--- config.mk ---
export PLATFORM = sky130hd
export DESIGN_NAME = conv_sequencer
export DESIGN_NICKNAME = d
export VERILOG_FILES = /design/src/rtl/conv_sequencer.sv
export SDC_FILE = /design/constraint.sdc
export NUM_CORES = 1
export LEC_CHECK = 0
export ABC_AREA = 0
export CAP_MARGIN = 20
export CORE_AREA = 8 8 216 218
export CTS_BUF_LIST = sky130_fd_sc_hd__clkbuf_4 sky130_fd_sc_hd__clkbuf_8
export DETAILED_ROUTE_END_ITERATION = 6
export DIE_AREA = 0 0 224 226
export GPL_TIMING_DRIVEN = 0
export SYNTH_ARGS = -nofsm -noshare
export SYNTH_HDL_FRONTEND = slang
export SYNTH_SLANG_ARGS = --single-unit
--- constraint.sdc ---
create_clock -name clk -period 8.9 [get_ports clk]
set_clock_uncertainty 0.15 [all_clocks]
set_input_delay 1.335 -clock clk [delete_from_list [all_inputs] [get_ports clk]]
set_output_delay 1.335 -clock clk [all_outputs]
set_load 0.01 [all_outputs]
--- src/rtl/conv_sequencer.sv ---
// conv_sequencer: loop-nest controller for the GEMM convolution datapath.
// Walks output pixels x kernel taps, drives SRAM reads and latency-aligned MAC strobes.
module conv_sequencer #(
  parameter int unsigned ADDR_WIDTH = 13,
  parameter int unsigned READ_LAT   = 1
) (
  input  logic                  clk,
  input  logic                  rst,
  input  logic                  start,
  input  logic [ADDR_WIDTH-1:0] img_row,
  input  logic [ADDR_WIDTH-1:0] img_col,
  input  logic [ADDR_WIDTH-1:0] ker_row,
  input  logic [ADDR_WIDTH-1:0] ker_col,
  input  logic                  stall,
  output logic                  rd_en,
  output logic [ADDR_WIDTH-1:0] img_addr,
  output logic [ADDR_WIDTH-1:0] ker_addr,
  output logic                  mac_valid,
  output logic                  mac_first,
  output logic                  mac_last,
  output logic [ADDR_WIDTH-1:0] out_addr,
  output logic                  busy,
  output logic                  done,
  output logic                  err
);

  localparam int unsigned AW    = ADDR_WIDTH;
  localparam int unsigned SW    = AW + 3;
  localparam int unsigned CNT_W = 3;

  typedef enum logic [1:0] {S_IDLE, S_RUN, S_DRAIN, S_DONE} state_t;

  state_t state_q, state_d;

  // Latched geometry, kept as loop limits (count - 1) plus the image stride.
  logic [AW-1:0] img_col_q, img_col_d;
  logic [AW-1:0] kc_max_q, kc_max_d;
  logic [AW-1:0] kr_max_q, kr_max_d;
  logic [AW-1:0] oc_max_q, oc_max_d;
  logic [AW-1:0] or_max_q, or_max_d;

  // Loop counters describe the tap most recently issued to the SRAMs.
  logic [AW-1:0] kc_q, kc_d;
  logic [AW-1:0] kr_q, kr_d;
  logic [AW-1:0] oc_q, oc_d;
  logic [AW-1:0] or_q, or_d;

  // Incremental address bases: or*img_col, or*img_col+oc, (or+kr)*img_col+oc.
  logic [AW-1:0] row_base_q, row_base_d;
  logic [AW-1:0] pix_base_q, pix_base_d;
  logic [AW-1:0] tap_row_q, tap_row_d;
  logic [AW-1:0] img_addr_q, img_addr_d;
  logic [AW-1:0] ker_addr_q, ker_addr_d;
  logic [AW-1:0] out_pix_q, out_pix_d;

  logic             rd_en_q, rd_en_d;
  logic             busy_q, busy_d;
  logic             done_q, done_d;
  logic             err_q, err_d;
  logic [CNT_W-1:0] drain_q, drain_d;

  logic [SW-1:0] pipe_q [READ_LAT];

  logic          cfg_bad_c;
  logic          kc_wrap_c, kr_wrap_c, oc_wrap_c, or_wrap_c;
  logic          last_tap_c, first_c, last_c;
  logic [AW-1:0] pix_next_c, row_next_c, tap_next_c;
  logic [SW-1:0] strobe_in_c;

  assign cfg_bad_c = (ker_row == '0) || (ker_col == '0) ||
                     (ker_row > img_row) || (ker_col > img_col);

  assign kc_wrap_c  = (kc_q == kc_max_q);
  assign kr_wrap_c  = (kr_q == kr_max_q);
  assign oc_wrap_c  = (oc_q == oc_max_q);
  assign or_wrap_c  = (or_q == or_max_q);
  assign last_tap_c = kc_wrap_c && kr_wrap_c && oc_wrap_c && or_wrap_c;

  assign pix_next_c = pix_base_q + AW'(1);
  assign row_next_c = row_base_q + img_col_q;
  assign tap_next_c = tap_row_q + img_col_q;

  assign first_c = (kr_q == '0) && (kc_q == '0);
  assign last_c  = kr_wrap_c && kc_wrap_c;

  // Strobes travel with the read; gated so idle slots carry all-zero payload.
  assign strobe_in_c = {rd_en_q, rd_en_q & first_c, rd_en_q & last_c,
                        {AW{rd_en_q}} & out_pix_q};

  // Next-state, loop advance and registered-output decode.
  always_comb begin
    state_d    = state_q;
    img_col_d  = img_col_q;
    kc_max_d   = kc_max_q;
    kr_max_d   = kr_max_q;
    oc_max_d   = oc_max_q;
    or_max_d   = or_max_q;
    kc_d       = kc_q;
    kr_d       = kr_q;
    oc_d       = oc_q;
    or_d       = or_q;
    row_base_d = row_base_q;
    pix_base_d = pix_base_q;
    tap_row_d  = tap_row_q;
    img_addr_d = img_addr_q;
    ker_addr_d = ker_addr_q;
    out_pix_d  = out_pix_q;
    drain_d    = drain_q;
    rd_en_d    = 1'b0;
    err_d      = 1'b0;
    busy_d     = 1'b0;
    done_d     = 1'b0;

    case (state_q)
      S_IDLE: begin
        if (start) begin
          if (cfg_bad_c) begin
            err_d = 1'b1;
          end else begin
            state_d    = S_RUN;
            img_col_d  = img_col;
            kc_max_d   = ker_col - AW'(1);
            kr_max_d   = ker_row - AW'(1);
            oc_max_d   = img_col - ker_col;
            or_max_d   = img_row - ker_row;
            kc_d       = '0;
            kr_d       = '0;
            oc_d       = '0;
            or_d       = '0;
            row_base_d = '0;
            pix_base_d = '0;
            tap_row_d  = '0;
            img_addr_d = '0;
            ker_addr_d = '0;
            out_pix_d  = '0;
            rd_en_d    = 1'b1;
          end
        end
      end

      S_RUN: begin
        if (last_tap_c) begin
          state_d = S_DRAIN;
          drain_d = '0;
        end else if (!stall) begin
          rd_en_d = 1'b1;
          if (!kc_wrap_c) begin
            kc_d       = kc_q + AW'(1);
            img_addr_d = img_addr_q + AW'(1);
            ker_addr_d = ker_addr_q + AW'(1);
          end else if (!kr_wrap_c) begin
            kc_d       = '0;
            kr_d       = kr_q + AW'(1);
            tap_row_d  = tap_next_c;
            img_addr_d = tap_next_c;
            ker_addr_d = ker_addr_q + AW'(1);
          end else begin
            kc_d       = '0;
            kr_d       = '0;
            ker_addr_d = '0;
            out_pix_d  = out_pix_q + AW'(1);
            if (!oc_wrap_c) begin
              oc_d       = oc_q + AW'(1);
              pix_base_d = pix_next_c;
              tap_row_d  = pix_next_c;
              img_addr_d = pix_next_c;
            end else begin
              oc_d       = '0;
              or_d       = or_q + AW'(1);
              row_base_d = row_next_c;
              pix_base_d = row_next_c;
              tap_row_d  = row_next_c;
              img_addr_d = row_next_c;
            end
          end
        end
      end

      S_DRAIN: begin
        if (drain_q == CNT_W'(READ_LAT - 1)) begin
          state_d = S_DONE;
        end else begin
          drain_d = drain_q + CNT_W'(1);
        end
      end

      S_DONE: begin
        state_d = S_IDLE;
      end

      default: begin
        state_d = S_IDLE;
      end
    endcase

    busy_d = (state_d != S_IDLE);
    done_d = (state_d == S_DONE);
  end

  // State and datapath registers.
  always_ff @(posedge clk) begin
    if (rst) begin
      state_q    <= S_IDLE;
      img_col_q  <= '0;
      kc_max_q   <= '0;
      kr_max_q   <= '0;
      oc_max_q   <= '0;
      or_max_q   <= '0;
      kc_q       <= '0;
      kr_q       <= '0;
      oc_q       <= '0;
      or_q       <= '0;
      row_base_q <= '0;
      pix_base_q <= '0;
      tap_row_q  <= '0;
      img_addr_q <= '0;
      ker_addr_q <= '0;
      out_pix_q  <= '0;
      drain_q    <= '0;
      rd_en_q    <= 1'b0;
      busy_q     <= 1'b0;
      done_q     <= 1'b0;
      err_q      <= 1'b0;
    end else begin
      state_q    <= state_d;
      img_col_q  <= img_col_d;
      kc_max_q   <= kc_max_d;
      kr_max_q   <= kr_max_d;
      oc_max_q   <= oc_max_d;
      or_max_q   <= or_max_d;
      kc_q       <= kc_d;
      kr_q       <= kr_d;
      oc_q       <= oc_d;
      or_q       <= or_d;
      row_base_q <= row_base_d;
      pix_base_q <= pix_base_d;
      tap_row_q  <= tap_row_d;
      img_addr_q <= img_addr_d;
      ker_addr_q <= ker_addr_d;
      out_pix_q  <= out_pix_d;
      drain_q    <= drain_d;
      rd_en_q    <= rd_en_d;
      busy_q     <= busy_d;
      done_q     <= done_d;
      err_q      <= err_d;
    end
  end

  // Strobe delay line matching the SRAM read latency; advances even during stalls.
  always_ff @(posedge clk) begin
    if (rst) begin
      for (int unsigned i = 0; i < READ_LAT; i++) begin
        pipe_q[i] <= '0;
      end
    end else begin
      pipe_q[0] <= strobe_in_c;
      for (int unsigned i = 1; i < READ_LAT; i++) begin
        pipe_q[i] <= pipe_q[i-1];
      end
    end
  end

  assign rd_en     = rd_en_q;
  assign img_addr  = img_addr_q;
  assign ker_addr  = ker_addr_q;
  assign mac_valid = pipe_q[READ_LAT-1][SW-1];
  assign mac_first = pipe_q[READ_LAT-1][SW-2];
  assign mac_last  = pipe_q[READ_LAT-1][SW-3];
  assign out_addr  = pipe_q[READ_LAT-1][AW-1:0];
  assign busy      = busy_q;
  assign done      = done_q;
  assign err       = err_q;

endmodule

==> results of run 1 <==
worst min-delay path, stage by stage, from the launching register on:
cell and delay, ns:
dfxtp_1 0.32, nand2_1 0.06, nand2_1 0.04
placed cells by master (no fill, tap or decap), drive strengths merged, types with 41 or more instances in the layout:
master and n:
xor2 84, o21ai 69, nor2 168, a211oi 41, clkdlybuf4s50 99, xnor2 80
dfxtp 220, nand2 155, inv 62, ha 66, nand3 49, a21oi 118
clkbuf 101
power by group through the flow:
stage | clock (W) | sequential (W) | combinational [W]
after detailed placement | 0 | 0.00105 | 0.000489
after floorplan | 0 | 0.00104 | 0.000306
after CTS | 0.00102 | 0.00103 | 0.000491
final | 0.00100 | 0.00103 | 0.000497
after global routing | 0.00107 | 0.00103 | 0.000538
after global placement | 0 | 0.00105 | 0.000485
layer usage:
layer,GRT usage [%],up-vias
met1,21.22,5720
met2,27.18,386
li1,-,5860
met5,0,-
met3,2.805,93
met4,6.266,0
kinds of logic after synthesis:
kind of cell | count (synthesis) | share of synthesized area [%]
flops | 220 | 34.49
fa+ha+maj | 70 | 7.095
mux | 6 | 0.4997
buf+inv | 135 | 4.449
compound gates | 382 | 19.45
xor+xnor | 164 | 11.25
simple gates | 589 | 22.76
path summary, 6_finish.rpt:
kind / to / slack, ns / depth (start not counted)
setup / recovery: oc_max_q[3]$_SDFFE_PP0P_ / 3.84 / 14
setup reg to reg: kc_q[6]$_SDFFE_PP0P_ / 4.89 / 9
hold reg to reg: tap_row_q[8]$_SDFFE_PP0P_ / 0.31 / 2
hold / removal: tap_row_q[8]$_SDFFE_PP0P_ / 0.31 / 2
metrics by stage:
step           hold WS [ns]  cells  setup WS (ns)  power [W]  cell area (um2)
2_1_floorplan        0.2762   1566          4.765   0.001349            12770
3_3_place_gp         0.2938   2257          2.854   0.001535            14500
3_5_place_dp         0.3020   2258          2.844   0.001539            14500
4_1_cts              0.3110   2326          3.360   0.002544            15320
5_1_grt              0.3299   2328          3.601   0.002640            15340
6_report             0.3104   2328          3.841   0.002531            15340
cell type report:
cell class                      count  area [um2]
Buffer                             73       335.3
Clock buffer                       56       708.2
Clock inverter                     12       112.6
Fill cell                        4551       28110
Inverter                           62       232.7
Multi-Input combinational cell   1211        7796
Sequential cell                   220        4404
Tap cell                          592       740.7
Timing Repair Buffer              102        1010
==> results by group, run 1 <==
Logic synthesis
  • Library cell with the largest summed area after synthesis: dfxtp_1
  • Proportion of netlist area held by the largest area contributor: 34.49%
  • Share of async-settable or async-resettable flops after synthesis: 0%
  • Number of nets in the synthesized netlist: 1692
  • Netlist cell types: 77
  • Most common cell in the synthesized netlist: dfxtp_1
  • Share of synthesized area occupied by flip-flops and latches: 34.49%
  • Post-synthesis average cell area: 8.154 um2
  • Synthesized area: 12770 um2
  • Syn. warnings: 0
  • Post-synth top cells: 220 x dfxtp_1, 167 x nor2_1, 154 x nand2_1
  • Number of instances in the synthesized netlist: 1566
  • Number of enable flip-flop cells after synthesis: 0
  • Synth area leaders: dfxtp_1 34%, ha_1 6.5%, xor2_1 5.8%, xnor2_1 5.5%, nor2_1 4.9%
  • #FFs+latches synth: 220
  • Top flip-flop cell by instance count after synthesis: dfxtp_1

Floorplanning
  • Horizontal die dimension: 224 um
  • Floorplan die height: 226 um
  • Area of the die: 50620 um2
  • Core Box Area: 43450 um2
  • Total I/O pin count: 102
  • FP Rows: 77
  • Starting utilization of the core area: 29.39%

STA
  • Final clock period utilization by the worst path: 56.84%
  • TNS Setup: 0 ns
  • Setup repair after global routing missed its margin: no
  • Post-layout minimum cycle time: 5.059 ns
  • Final Setup Violations: 0
  • Highest achievable clock rate: 197.7 MHz
  • Hold violation count in the final report: 0
  • Final Slew Violations: 0
  • Transition time of the tightest slew-check pin: 0.9186 ns
  • Remaining max-slew budget at the tightest pin: 38.76%

Critical path
  • CP cell instances: clkdlybuf4s50_1 > inv_1 > ha_1 > o21a_1 > o31ai_1 > a21oi_1 > o211ai_1 > a2111oi_2 > clkbuf_4 > buf_4 > buf_4 > clkbuf_1 > nand3_1 > a21oi_1
  • Critical path fanouts, max: 10
  • Startpoint of the worst setup timing path: ker_col[2]
  • Required time reported for the critical path endpoint: 9.20 ns
  • Number of buffer and inverter stages on the critical path: 6
  • Worst-path cell with the longest stage delay: clkdlybuf4s50_1
  • CP max stage delay: 0.55 ns
  • Reg-to-reg critical path startpoint: kr_q[6]$_SDFFE_PP0P_
  • Arrival time at the worst endpoint: 5.36 ns
  • Critical path type: in -> reg
  • Family with the most delay on the worst path: buffers and inverters
  • Critical path launch point type: input port
  • Endpoint class of the critical path: register

Clock tree
  • Clock latency on the worst-skew pair: 0.54 ns
  • Clock tree from TritonCTS: built
  • Post-CTS Setup Inserts: 0
  • CTS H-tree depth: 2
  • CTS Buf Count: 40
  • Buffer type at the clock tree root: clkbuf_8
  • Number of sinks on the clock net: 220
  • Post-CTS Resized: 0
  • CTS max path bufs: 3
  • Clock Pin Slew Worst Setup and Hold Paths: 0.06 ns
  • CTS Hold Bufs: 0

Power
  • Combinational share of power: 19.6%
  • Switching Share: 31.21%
  • Relative contribution of sequential cells to total power: 40.7%
  • Power Dens Cells: 165.0 nW/um2
  • IR Drop Worst-Case VDD: 0.09489 mV
  • Leakage: 5.924 nW
  • Share of power burned in the clock network: 39.7%
  • Power Internal: 0.001741 W
  • Sw power: 0.0007897 W

Placement
  • Global placer's final weighted congestion: 0.9302
  • Sum of net half-perimeters after detailed placement: 33.99 mm
  • Count of input and output buffers: 99

Layout
  • Count of inserted antenna diode cells: 0
  • Final core area utilization: 35.30%
  • Layout Area Growth over Synthesis: 20.14%
  • Number of nets in the final layout: 1836
  • Layout cell share with drive strength beyond 1: 7.488%
  • Flip-flop count of the largest register after layout: 16
  • Register bank with the most flops: pipe_q

Routing
  • Vias: 12060
  • Initial drt markers: 899
  • Met3 layer wire length in the routed design: 2.409 mm
  • Average vias per placed instance: 5.180
  • # DRC: 0
  • Average routed wire per standard cell: 18.46 um
  • Total Routed Length: 42.98 mm
  • Highest metal layer with signal wires: met4
  • Metal1 wirelength: 19.46 mm
  • Detailed Routing Iterations Pass 1: 6
  • Remaining antenna violation count after routing: 0
  • Met2 routed WL: 19.55 mm

Job
  • Maximum Capacitance Violations: 0

GRT
  • Largest net degree at the start of global routing: 11
  • Wire length of the first global-routing pass: 66.52 mm
  • Initial antenna violation count: 0
  • Overall fraction of global-route tracks in use: 16.45%
  • Remaining global-route overflow: 0
  • Vias in the first global route: 11730

Hold path
  • Path category of the worst min-delay check: reg -> reg
  • Min-Delay Startpoint: tap_row_q[8]$_SDFFE_PP0P_

Outcome
  • Outcome: finished, final reports clean
Power figures use the tool's default switching activity.
==> run 2, diff against run 1 <==
==> constraint.sdc (replaced) <==
create_clock -name clk -period 4.27 [get_ports clk]
set_clock_uncertainty 0.15 [all_clocks]
set_input_delay 0.6405 -clock clk [delete_from_list [all_inputs] [get_ports clk]]
set_output_delay 0.6405 -clock clk [all_outputs]
set_load 0.01 [all_outputs]
==> results by group, run 2 (synthesized netlist as in run 1, its figures left out) <==
Clock tree
  • CTS max path bufs: 3
  • CTS Hold Bufs: 0
  • Clock latency on the worst-skew pair: 0.54 ns
  • CTS H-tree depth: 2
  • Number of sinks on the clock net: 220
  • Clock Pin Slew Worst Setup and Hold Paths: 0.06 ns
  • CTS Buf Count: 40
  • Clock tree from TritonCTS: built
  • Buffer type at the clock tree root: clkbuf_8

Layout
  • Flip-flop count of the largest register after layout: 16
  • FILL cells: 4548
  • Most common cell after layout, fill and taps aside: dfxtp_1
  • Layout Area Growth over Synthesis: 20.44%
  • Layout cell share with drive strength beyond 1: 7.768%
  • Count of inserted antenna diode cells: 0
  • Most used cells in the layout excluding fill and tap cells: 220 x dfxtp_1, 167 x nor2_1, 154 x nand2_1
  • Post-route non-filler standard cell count: 2330
  • Number of nets in the final layout: 1838
  • Register bank with the most flops: pipe_q
  • Final non-filler cell area: 15380 um2

STA
  • Setup repair after global routing missed its margin: no
  • Remaining max-slew budget at the tightest pin: 39.18%
  • Post-layout minimum cycle time: 4.118 ns
  • Setup ws final: 0.1520 ns
  • Highest achievable clock rate: 242.8 MHz
  • Final Setup Violations: 0
  • Final Slew Violations: 0
  • Hold violation count in the final report: 0
  • Transition time of the tightest slew-check pin: 0.9040 ns
  • Final clock period utilization by the worst path: 96.44%

Critical path
  • Critical path launch point type: input port
  • Endpoint class of the critical path: register
  • Critical path fanouts, max: 10
  • Critical path type: in -> reg
  • Arrival time at the worst endpoint: 4.41 ns
  • Required time reported for the critical path endpoint: 4.56 ns

Floorplanning
  • FP Rows: 77
  • Starting utilization of the core area: 29.39%
  • Area of the die: 50620 um2
  • Horizontal die dimension: 224 um
  • Total I/O pin count: 102
  • Floorplan die height: 226 um
  • Core Box Area: 43450 um2

Job
  • Maximum Capacitance Violations: 0

Power
  • IR Drop Worst-Case VDD: 0.1994 mV
  • Leakage: 5.946 nW
  • Power Dens Cells: 343.6 nW/um2

Routing
  • # DRC: 0
  • Vias: 12110
  • Initial drt markers: 884
  • Detailed Routing Iterations Pass 1: 5
  • Total Routed Length: 43.03 mm
  • Remaining antenna violation count after routing: 0
  • Average vias per placed instance: 5.198
  • Average routed wire per standard cell: 18.47 um

Placement
  • Instance area at placement: 14500 um2
  • Count of input and output buffers: 99
  • Sum of net half-perimeters after detailed placement: 33.99 mm
  • Global placer's final weighted congestion: 0.9302
  • Setup slack after placement: -1.091 ns
  • Post-placement cell count: 2258

GRT
  • Largest net degree at the start of global routing: 11
  • Wire length of the first global-routing pass: 66.64 mm
  • Vias in the first global route: 11760
  • Remaining global-route overflow: 0
  • Overall fraction of global-route tracks in use: 16.49%
  • Initial antenna violation count: 0

Outcome
  • Outcome: finished, final reports clean

Hold path
  • Path category of the worst min-delay check: reg -> reg
run 2: worst paths after layout:
check	to	from	cells past startpoint	slack [ns]
hold reg to reg	row_base_q[0]$_SDFFE_PP0P_	row_base_q[0]$_SDFFE_PP0P_	2	0.31
setup reg to reg	kc_q[6]$_SDFFE_PP0P_	kr_q[6]$_SDFFE_PP0P_	9	0.28
hold / removal	row_base_q[0]$_SDFFE_PP0P_	row_base_q[0]$_SDFFE_PP0P_	2	0.31
setup / recovery	kr_max_q[5]$_SDFFE_PP0P_	ker_col[10]	13	0.15
run 2: stage by stage:
stage               setup TNS, ns  power (W)  hold WS (ns)  utilization (%)
global placement           -94.46   0.003199        0.2938            33.37
floorplan                       0   0.002812        0.2762                -
detailed placement        -102.12   0.003208        0.3020            33.38
finish                          0   0.005284        0.3090            35.39
CTS                             0   0.005308        0.3110            35.34
global route                    0   0.005508        0.3299            35.39
run 2: power breakdown:
group | leakage [nW] | internal, W | switching, W
Sequential | 1.78 | 0.00210 | 0.0000465
Combinational | 3.73 | 0.000343 | 0.000698
Clock | 0.440 | 0.00119 | 0.000908
run 2: critical path, cell delays in order:
cell,delay [ns]
clkdlybuf4s50_1,0.64
inv_1,0.09
ha_1,0.36
o21a_1,0.14
nor2_1,0.05
o21ai_0,0.36
o2111ai_2,0.24
a2111oi_4,0.60
buf_4,0.34
buf_4,0.26
clkbuf_1,0.36
nor2_1,0.09
a211oi_1,0.23
run 2: timing repair:
item / CTS / global route
buffers inserted: 2 / 1
resized for setup: 2 / 3
pin swaps: 1 / 1
hold endpoints to repair: 0 / 0
setup endpoints to repair: 87 / 29
run 2: final cells by class:
class	instances	area, um2	share of cell area [%]
buffer	73	339.1	2.205
inverter	62	232.7	1.513
timing repair buffer	104	1025	6.663
multi-input combinational	1211	7816	50.83
sequential	220	4404	28.64
clock inverter	12	112.6	0.7322
tap	592	740.7	4.817
clock buffer	56	708.2	4.605
run 2: per-layer routing:
metal,vias up,track usage (%),part of all wire [%]
met5,-,0,0
met4,0,6.691,4.1
met3,102,2.766,5.5
met2,384,27.12,45
met1,5769,21.26,45
li1,5857,-,-
==> run 3, diff against run 2 <==
--- a/config.mk
+++ b/config.mk
@@ -12,6 +12,7 @@
 export DETAILED_ROUTE_END_ITERATION = 6
 export DIE_AREA = 0 0 224 226
 export GPL_TIMING_DRIVEN = 0
+export SETUP_SLACK_MARGIN = 0.05
 export SYNTH_ARGS = -nofsm -noshare
 export SYNTH_HDL_FRONTEND = slang
 export SYNTH_SLANG_ARGS = --single-unit
==> constraint.sdc (replaced) <==
create_clock -name clk -period 4.27 [get_ports clk]
set_clock_uncertainty 0.15 [all_clocks]
set_input_delay 1.0675 -clock clk [delete_from_list [all_inputs] [get_ports clk]]
set_output_delay 1.0675 -clock clk [all_outputs]
set_load 0.01 [all_outputs]
==> results by group, run 3 (synthesized netlist as in run 1, its figures left out) <==
Outcome
  • Outcome: finished, final reports clean

Placement
  • Post-placement cell count: 2258
  • Global placer's final weighted congestion: 0.9302
  • Count of input and output buffers: 99
  • Sum of net half-perimeters after detailed placement: 33.99 mm

STA
  • Final clock period utilization by the worst path: 97.77%
  • Transition time of the tightest slew-check pin: 1.041 ns
  • Hold violation count in the final report: 0
  • Post-layout minimum cycle time: 4.175 ns
  • Highest achievable clock rate: 239.5 MHz
  • Setup repair after global routing missed its margin: no
  • Final Setup Violations: 0
  • Remaining max-slew budget at the tightest pin: 29.97%
  • Final Slew Violations: 0

Layout
  • Count of inserted antenna diode cells: 0
  • Final core area utilization: 35.73%
  • Area of the multi-input gates: 7903 um2
  • Most used cells in the layout excluding fill and tap cells: 220 x dfxtp_1, 166 x nor2_1, 153 x nand2_1
  • Most common cell after layout, fill and taps aside: dfxtp_1
  • FILL cells: 4535
  • Post-route non-filler standard cell count: 2334
  • Number of nets in the final layout: 1842
  • Flip-flop count of the largest register after layout: 16
  • Layout Area Growth over Synthesis: 21.60%
  • Layout cell share with drive strength beyond 1: 8.898%
  • Area occupied by registers: 4404 um2
  • Register bank with the most flops: pipe_q

GRT
  • Largest net degree at the start of global routing: 11
  • Overall fraction of global-route tracks in use: 16.51%
  • Remaining global-route overflow: 0
  • Initial antenna violation count: 0
  • Wire length of the first global-routing pass: 66.69 mm
  • Vias in the first global route: 11760

Floorplanning
  • Core Box Area: 43450 um2
  • Horizontal die dimension: 224 um
  • Starting utilization of the core area: 29.39%
  • Total I/O pin count: 102
  • Floorplan die height: 226 um
  • Area of the die: 50620 um2
  • FP Rows: 77

Critical path
  • Arrival time at the worst endpoint: 4.48 ns
  • CP max stage delay: 0.56 ns
  • Endpoint class of the critical path: register
  • CP cell instances: clkdlybuf4s50_1 > or4_4 > or3_4 > or4_4 > o2111ai_2 > a2111oi_4 > buf_4 > buf_4 > nor2_4 > nand2_1 > a21oi_1
  • Critical path type: in -> reg
  • Family with the most delay on the worst path: simple AND/OR/NAND/NOR gates
  • Critical path launch point type: input port
  • Required time reported for the critical path endpoint: 4.58 ns
  • Critical path fanouts, max: 10
  • Worst-path cell with the longest stage delay: or4_4
  • Number of buffer and inverter stages on the critical path: 3

Routing
  • Remaining antenna violation count after routing: 0
  • Average vias per placed instance: 5.169
  • Detailed Routing Iterations Pass 1: 5
  • Initial drt markers: 847
  • Total Routed Length: 43.26 mm
  • Average routed wire per standard cell: 18.54 um
  • # DRC: 0
  • Vias: 12070

Power
  • Power Dens Cells: 342.0 nW/um2
  • Leakage: 6.010 nW
  • IR Drop Worst-Case VDD: 0.1976 mV

Hold path
  • Path category of the worst min-delay check: reg -> reg

Clock tree
  • Buffer type at the clock tree root: clkbuf_8
  • Clock tree from TritonCTS: built
  • CTS Hold Bufs: 0
  • CTS max path bufs: 3
  • CTS H-tree depth: 2
  • Clock latency on the worst-skew pair: 0.54 ns
  • Number of sinks on the clock net: 220
  • CTS Buf Count: 40
  • Clock Pin Slew Worst Setup and Hold Paths: 0.06 ns

Job
  • Maximum Capacitance Violations: 0
run 3: worst min-delay path: stages (launching register included):
cell	delay, ns
dfxtp_1	0.32
nand2_1	0.06
nand2_1	0.04
run 3: final timing paths:
| check | startpoint | endpoint | slack [ns] | depth (start not counted) |
|---|---|---|---|---|
| hold / removal | tap_row_q[8]$_SDFFE_PP0P_ | tap_row_q[8]$_SDFFE_PP0P_ | 0.31 | 2 |
| setup / recovery | ker_col[5] | kc_q[6]$_SDFFE_PP0P_ | 0.1 | 11 |
| hold reg to reg | tap_row_q[8]$_SDFFE_PP0P_ | tap_row_q[8]$_SDFFE_PP0P_ | 0.31 | 2 |
| setup reg to reg | kr_q[6]$_SDFFE_PP0P_ | kc_q[6]$_SDFFE_PP0P_ | 0.41 | 9 |
run 3: timing repair:
action | in CTS | in global routing
setup endpoints to repair | 170 | 127
resized for setup | 11 | 31
pin swaps | 2 | 1
setup buffers | 5 | 2
run 3: final cells by class:
cell class,instances,share of cell area [%]
Tap cell,592,4.771
Clock inverter,12,0.7253
Inverter,62,1.499
Sequential cell,220,28.37
Clock buffer,56,4.561
Timing Repair Buffer,108,6.826
Buffer,73,2.353
Multi-Input combinational cell,1211,50.90
run 3: power by group:
| part | internal, W | leakage (nW) | switching (W) |
|---|---|---|---|
| clock | 0.00119 | 0.440 | 0.000909 |
| sequential | 0.00210 | 1.78 | 0.0000463 |
| combinational | 0.000357 | 3.79 | 0.000709 |
run 3: through the flow:
step,hold WS [ns],TNS [ns],total power (W),setup slack [ns],instance area [um2]
floorplan,0.2762,0,0.002812,0.4030,12770
global placement,0.2938,-174.68,0.003199,-1.509,14500
detailed placement,0.3020,-183.88,0.003208,-1.518,14500
CTS,0.3110,0,0.005313,0.05457,15400
global route,0.3335,0,0.005533,0.05637,15530
finish,0.3101,0,0.005310,0.09505,15530
run 3: layer usage:
| layer | share of wire [%] | track usage, % | vias to the layer above |
|---|---|---|---|
| met2 | 46 | 27.27 | 355 |
| met1 | 45 | 21.23 | 5755 |
| met4 | 3.4 | 6.521 | 0 |
| met3 | 5.5 | 2.818 | 84 |
| li1 | - | - | 5871 |
| met5 | 0 | 0 | - |
